[src/rtl/count_seq_pkg.sv]
// Shared types and constants for the count sequencer: FSM state encoding and
// the saturating completed-period counter.
`timescale 1ns/1ps
package count_seq_pkg;

  typedef enum logic [1:0] {
    IDLE  = 2'd0,
    RUN   = 2'd1,
    PAUSE = 2'd2
  } state_t;

  localparam int                PCNT_W   = 4;
  localparam logic [PCNT_W-1:0] PCNT_MAX = 4'd15;

  function automatic logic [PCNT_W-1:0] pcnt_inc(input logic [PCNT_W-1:0] c);
    return (c == PCNT_MAX) ? c : c + 1'b1;
  endfunction

endpackage

[src/rtl/tick_prescaler.sv]
// DIV-modulo enable counter; tick is high for the enabled cycle that wraps it.
// Combinational tick from registered count, no backpressure; clr wins over en.
`timescale 1ns/1ps
module tick_prescaler #(
  parameter int DIV = 2
) (
  input  logic clk,
  input  logic rst,
  input  logic clr,
  input  logic en,
  output logic tick
);

  localparam int            CW   = (DIV > 1) ? $clog2(DIV) : 1;
  localparam logic [CW-1:0] LAST = CW'(DIV - 1);

  logic [CW-1:0] cnt;
  logic          at_last;

  assign at_last = (cnt == LAST);
  assign tick    = en && at_last;

  always_ff @(posedge clk or posedge rst) begin
    if (rst) begin
      cnt <= '0;
    end else if (clr) begin
      cnt <= '0;
    end else if (en) begin
      cnt <= at_last ? '0 : cnt + 1'b1;
    end
  end

endmodule

[src/rtl/count_sequencer.sv]
// Sequenced up-counter: start/stop/hold control, prescaled ticks, done pulse on terminal.
// All outputs registered (terminal at (limit+1)*DIV run cycles); PERIODIC_EN enables auto-restart.
`timescale 1ns/1ps
module count_sequencer
  import count_seq_pkg::*;
#(
  parameter int WIDTH = 4,
  parameter int DIV   = 2
) (
  input  logic              clk,
  input  logic              rst,
  input  logic              start,
  input  logic              stop,
  input  logic              hold,
  input  logic [WIDTH-1:0]  limit,
  input  logic              periodic,
  output logic [WIDTH-1:0]  q,
  output logic              busy,
  output logic              done,
  output logic [PCNT_W-1:0] period_cnt
);

  state_t             state, state_nxt;
  logic [WIDTH-1:0]   q_nxt;
  logic               done_nxt;
  logic [PCNT_W-1:0]  pcnt_r, pcnt_nxt;
  logic [WIDTH-1:0]   limit_r, limit_nxt;
  logic               per_r, per_nxt;
  logic               periodic_in;
  logic               pre_clr;
  logic               run_en;
  logic               tick;

`ifdef PERIODIC_EN
  assign periodic_in = periodic;
  assign period_cnt  = pcnt_r;
`else
  logic unused_periodic;
  assign unused_periodic = periodic;
  assign periodic_in     = 1'b0;
  assign period_cnt      = '0;
`endif

  // PAUSE with hold released already counts, so each hold cycle costs exactly one cycle.
  assign run_en = (state != IDLE) && !stop && !hold;
  assign busy   = (state != IDLE);

  tick_prescaler #(.DIV(DIV)) u_prescaler (
    .clk  (clk),
    .rst  (rst),
    .clr  (pre_clr),
    .en   (run_en),
    .tick (tick)
  );

  always_comb begin
    state_nxt = state;
    q_nxt     = q;
    done_nxt  = 1'b0;
    pcnt_nxt  = pcnt_r;
    limit_nxt = limit_r;
    per_nxt   = per_r;
    pre_clr   = 1'b0;
    case (state)
      IDLE: begin
        if (start && !stop) begin
          state_nxt = RUN;
          q_nxt     = '0;
          pre_clr   = 1'b1;
          pcnt_nxt  = '0;
          limit_nxt = limit;
          per_nxt   = periodic_in;
        end
      end
      RUN, PAUSE: begin
        if (stop) begin
          state_nxt = IDLE;
        end else if (hold) begin
          state_nxt = PAUSE;
        end else begin
          state_nxt = RUN;
          if (tick) begin
            if (q == limit_r) begin
              done_nxt = 1'b1;
              pcnt_nxt = pcnt_inc(pcnt_r);
              if (per_r) q_nxt = '0;
              else       state_nxt = IDLE;
            end else begin
              q_nxt = q + 1'b1;
            end
          end
        end
      end
      default: state_nxt = IDLE;
    endcase
  end

  always_ff @(posedge clk or posedge rst) begin
    if (rst) begin
      state   <= IDLE;
      q       <= '0;
      done    <= 1'b0;
      pcnt_r  <= '0;
      limit_r <= '0;
      per_r   <= 1'b0;
    end else begin
      state   <= state_nxt;
      q       <= q_nxt;
      done    <= done_nxt;
      pcnt_r  <= pcnt_nxt;
      limit_r <= limit_nxt;
      per_r   <= per_nxt;
    end
  end

endmodule

[config.mk]
export PLATFORM = sky130hd
export DESIGN_NAME = count_sequencer
export DESIGN_NICKNAME = d
export VERILOG_FILES = /design/src/rtl/count_seq_pkg.sv /design/src/rtl/tick_prescaler.sv /design/src/rtl/count_sequencer.sv
export SDC_FILE = /design/constraint.sdc
export NUM_CORES = 1
export LEC_CHECK = 0
export ABC_CLOCK_PERIOD_IN_PS = 2410
export CAP_MARGIN = 20
export CORE_MARGIN = 2
export CORE_UTILIZATION = 41
export CTS_CLUSTER_SIZE = 28
export DETAILED_ROUTE_END_ITERATION = 7
export PLACE_DENSITY = 0.84
export SETUP_SLACK_MARGIN = 0.3
export SYNTH_ARGS = -nofsm -noshare
export SYNTH_HDL_FRONTEND = slang
export SYNTH_SLANG_ARGS = --single-unit
export TNS_END_PERCENT = 5
[constraint.sdc]
create_clock -name clk -period 2.41 [get_ports clk]
set_clock_uncertainty 0.1 [all_clocks]
set_input_delay 0.3615 -clock clk [delete_from_list [all_inputs] [get_ports clk]]
set_output_delay 0.3615 -clock clk [all_outputs]
set_load 0.02 [all_outputs]
Word level (Yosys, flattened, before mapping)
Cells that the tools add are included.

cells by class
  reduce and logical (&&, ||, !) cells = 13
  equality and inequality tests = 8
  mux-type cells = 22
  $add $sub $neg = 2

operators with widths
  kind                   number
  $mux W4                5
  $mux W1                12
  $ne A2 B2 Y1 const B   5
  $pmux W4 S2            1
  $mux W2                3
  $reduce_and A6 Y1      1
  $reduce_bool A2 Y1     3
  $add A4 B1 Y4 const B  1
  $eq A4 B4 Y1           1
  $logic_and A1 B1 Y1    4
  $pmux W2 S2            1
  $eq A2 B1 Y1 const B   1
  $eq A2 B2 Y1 const B   1
  $logic_not A1 Y1       2
  $logic_not A2 Y1       1
  $reduce_and A2 Y1      1
  $reduce_or A2 Y1       1
  $add A1 B1 Y1 const B  1

storage, ports and cells
  register bits after elaboration = 12
  output and inout bits = 10
  logic and storage cells = 50

Depth between registers and ports, before layout
  word-level depth = 8
  gate-level depth with buffers = 6
  mapped depth without buffers = 6

Hierarchy
From an unflattened synthesis, not the netlist that was laid out.

second synthesis, totals
  cells, all modules = 71
  area total of the unflattened synthesis = 709.4 sq um

by module, submodules not included
  module           area each (sq um)  sequential area each (sq um)  cells each  times used
  count_sequencer  660.6              275.3                         66          1
  tick_prescaler   48.8               25.0                          5           1

Least setup slack after synthesis
Ideal clock, no wire load.

  path kind = reg2reg
  start = reg state[0]
  end = reg q[2]
  required time = 2.243 ns
  path slack = 0.156 ns
  cell stages (with the launch flop) = 7
  arrival = 2.088 ns
  path buffers = 0
  library setup time = 0.067 ns
  period minus slack after synthesis = 2.254 ns
  path through = dfrtp_1 inv_1 ha_1 or4b_4 or3b_1 or4b_1 nand2_1

on the way
  longest elaborated chain between the ends = 6

ends and longest elaborated chain
  what                                line                    source
  from (decl)                         count_sequencer.sv:23   state_t state, state_nxt;
  from (signal assigned)              count_sequencer.sv:107  state <= state_nxt;
  $reduce_bool A2 Y1                  count_sequencer.sv:45   assign run_en = (state != IDLE) && !stop && !hold;
  $logic_and A1 B1 Y1 (2 in series)   count_sequencer.sv:45
  $logic_and A1 B1 Y1                 tick_prescaler.sv:21    assign tick = en && at_last;
  $ne A2 B2 Y1 (no source line)       n/a
  $reduce_and A6 Y1 (no source line)  n/a
  to (signal assigned)                count_sequencer.sv:108  q <= q_nxt;
  to (decl)                           count_sequencer.sv:17   output logic [WIDTH-1:0] q,

Several ways; a longest one is shown, not always the timed one.
A chain may end at the register's enable or synchronous reset.

Worst setup path after layout
Same ends and word-level chain as after synthesis.

==> flow_metrics.tcl <==
set metrics [dict create \
    status "complete, no violations" \
    clk_latency_ns 0.27 \
    critPathLaunchType "register" \
    num_rows 14 \
    port_buffers 14 \
    r2r_slack_ns 0.21 \
    layout_commonest_cell "clkdlybuf4s50_1" \
    grtUsageTotal_pct 16.89 \
    swShare_pct 34.97 \
    multi_input_area_um2 379.1 \
    crit_start "state[0]$_DFFE_PP0P_" \
    grt_start_max_net_pins 13 \
    total_power_uw 920.1 \
    vias 567 \
    reg2reg_to "q[2]$_DFFE_PP0P_" \
    p_switching_uw 321.8 \
    avgSynthCellArea_um2 10.23 \
    vias_per_cell 5.155 \
    antenna_found_initial 0 \
    cp_common_cell "or4b_4" \
    critical-path-max-stage-delay_ns 0.52 \
    final.setup.worst_slack_ns 0.2061 \
    die_x_um 45.19 \
    finalSetupViolCount 0 \
    drt_first_pass_iters 3 \
    ant_nets 0 \
    drt_wl_total_um 1446 \
    place_ws_ns -0.0006135 \
    synth_area_um2 695.7 \
    path_max_fanout 4 \
    slowest_stage "or4b_4" \
    core_area_um2 1541 \
    nets 108 \
    hpwl_um 1068 \
    hp-class "in2async" \
    crit_buf_inv 1 \
    dpl_cell_area_um2 877.1 \
    grt_pass1_vias 586 \
    hold_violations 0 \
    max_freq_ghz 0.4537 \
    syn2layout_area_growth_pct 38.31 \
    timing_worst_setup_path_type "reg2reg" \
    grt_pass1_wl_um 2442 \
    gr-total-overflow 0 \
    htreeDepth 1 \
    crit_path_cell_trace "inv_2 -> ha_4 -> or4b_4 -> or3b_4 -> or4b_4 -> nand2_2" \
    cts_made_buffers 3 \
    cts_tree "done" \
    root_buffer "clkbuf_4" \
    ff_latch_area_um2 300.3 \
    maxSlewViolCount 0 \
    synth-seq-area-share_pct 43.17 \
    maxCapViolCount 0 \
    critPathTopFamily "simple AND/OR/NAND/NOR gates" \
    fin_cells 110 \
    syn_inst 68 \
    power_density_nw_per_um2 956.3 \
    ys_types 25 \
    ys_ff_latch 12 \
    stdcell_area_um2 962.2 \
    fillers 138 \
    drive_gt1_share_pct 25.53 \
    dp_cells 102 \
    initial_utilization_pct 45.13 \
    hold_ws_ns 0.2861 \
    first_iter_violations 2 \
    pwr-share-comb_pct 49.2 \
    pin_count 20 \
    layout_common_cells "14 x clkdlybuf4s50_1, 12 x dfrtp_1, 9 x buf_4, 5 x nand2_1, 5 x nand2b_1" \
    worstSetupEndpointType "register" \
    rr_startpoint "state[0]$_DFFE_PP0P_" \
    worstPathArrival_ns 2.32 \
    clockBufferDepth 2 \
    die_y_um 45.19 \
    antenna_cells 0 \
    period_minus_slack_ns 2.204 \
    fp.dieArea_um2 2042 \
    reg2regPathDepth 6 \
    clock-sinks 12 \
    drcViolationCount 0 \
    seqPwrFrac_pct 33.2 \
    critPathRequiredTime_ns 2.53 \
    ys_warn_count 0 \
    p_clk_share_pct 17.6 \
    gp_congestion 0.7855 \
    min_period_over_period_pct 91.45 \
    rsz0062_at_grt "yes" \
    avgRoutedWirePerCell_um 13.15 \
    peakVddDrop_v 0.0005781 \
    p_int_uw 598.3 \
    clkSlewWorstSetupHoldPaths_ns 0.08 \
    holdBufCountCts 0 \
    p_leak_uw 0.0004554 \
]
==> metal layers <==
metal / GRT usage [%] / vias to the layer above / part of all wire [%]
li1: - / 282 / -
met1: 18.89 / 267 / 41
met2: 30.57 / 13 / 53
met3: 2.400 / 5 / 3.7
met4: 8.824 / 0 / 1.6
met5: 0 / - / 0
==> cell usage after synthesis <==
cell	instances	area (um^2)
a21oi_1	1	5.000
a32o_1	2	20.02
buf_4	4	30.03
conb_1	1	3.750
dfrtp_1	12	300.3
ha_1	3	37.54
inv_1	5	18.77
mux2_2	4	45.04
mux2i_1	2	20.02
nand2_1	6	22.52
nand2b_1	5	31.28
nand4b_1	1	8.760
nor2_1	3	11.26
nor2b_1	1	6.260
nor3_1	2	10.01
nor4_1	1	6.260
o211ai_1	1	7.510
o21ai_0	4	20.02
o311ai_0	1	8.760
o41ai_1	1	8.760
or3_1	1	6.260
or3b_1	1	8.760
or4b_1	1	10.01
or4b_4	1	13.76
xor2_1	4	35.03
==> registers in the layout (all words and copies together), names as in the netlist <==
name,cells
done,1
limit_r,4
q,4
state,2
u_prescaler.at_last,1
==> worst max path at each step <==
stage	depth (start not counted)	to	slack (ns)
6_report	6	q[2]$_DFFE_PP0P_	0.21
5_1_grt	6	q[2]$_DFFE_PP0P_	0.14
4_1_cts	6	q[2]$_DFFE_PP0P_	0.26
3_5_place_dp	5	q[2]$_DFFE_PP0P_	-0.0006
3_3_place_gp	5	q[2]$_DFFE_PP0P_	0.03
2_1_floorplan	6	q[2]$_DFFE_PP0P_	0.28
==> logic make-up (layout without fill, tap and decap cells) <==
logic type	after synthesis	in the layout	synth area share [%]
XOR/XNOR	4	4	5.035
AO/OA/AOI/OAI	10	10	10.07
AND/OR/NAND/NOR	23	23	19.43
multiplexers	6	6	9.352
adder cells (fa/ha/maj)	3	3	5.396
other	1	4	0.5391
buffers and inverters	9	32	7.015
flip-flops	12	12	43.17
==> worst reg2reg max path: cells and delay by family, from the launching register on <==
family | cells | cell delay, ns
buffers and inverters | 1 | 0.06
DFF | 1 | 0.38
adders and majority gates | 1 | 0.17
and+or+nand+nor | 4 | 1.45
==> what timing repair did <==
action | CTS | global route
gates cloned | 0 | 0
setup buffers | 3 | 1
setup endpoints to repair | 1 | 1
resized for setup | 3 | 3
pin swaps | 2 | 2
==> power by group through the flow <==
stage	registers, uW	logic [uW]	clock network [uW]
after floorplan	302	251	0
after global placement	307	361	0
after detailed placement	310	372	0
after CTS	304	440	165
after global routing	313	501	172
final	306	453	162
==> final cells by class <==
cell class / count / share of cell area [%]
multi-input cells: 50 / 39.40
repair buffers: 23 / 21.59
flip-flops and latches: 12 / 31.21
well taps: 16 / 2.081
clock buffers: 4 / 3.771
inverters: 5 / 1.951
==> through the flow <==
| stage | setup TNS (ns) | util, % |
|---|---|---|
| finish | 0 | 62.42 |
| global route | 0 | 62.42 |
| CTS | 0 | 61.36 |
| detailed placement | -0.0006135 | 56.90 |
| global placement | 0 | 56.90 |
| floorplan | 0 | - |
Note: power is estimated with default switching activity, not from simulation.
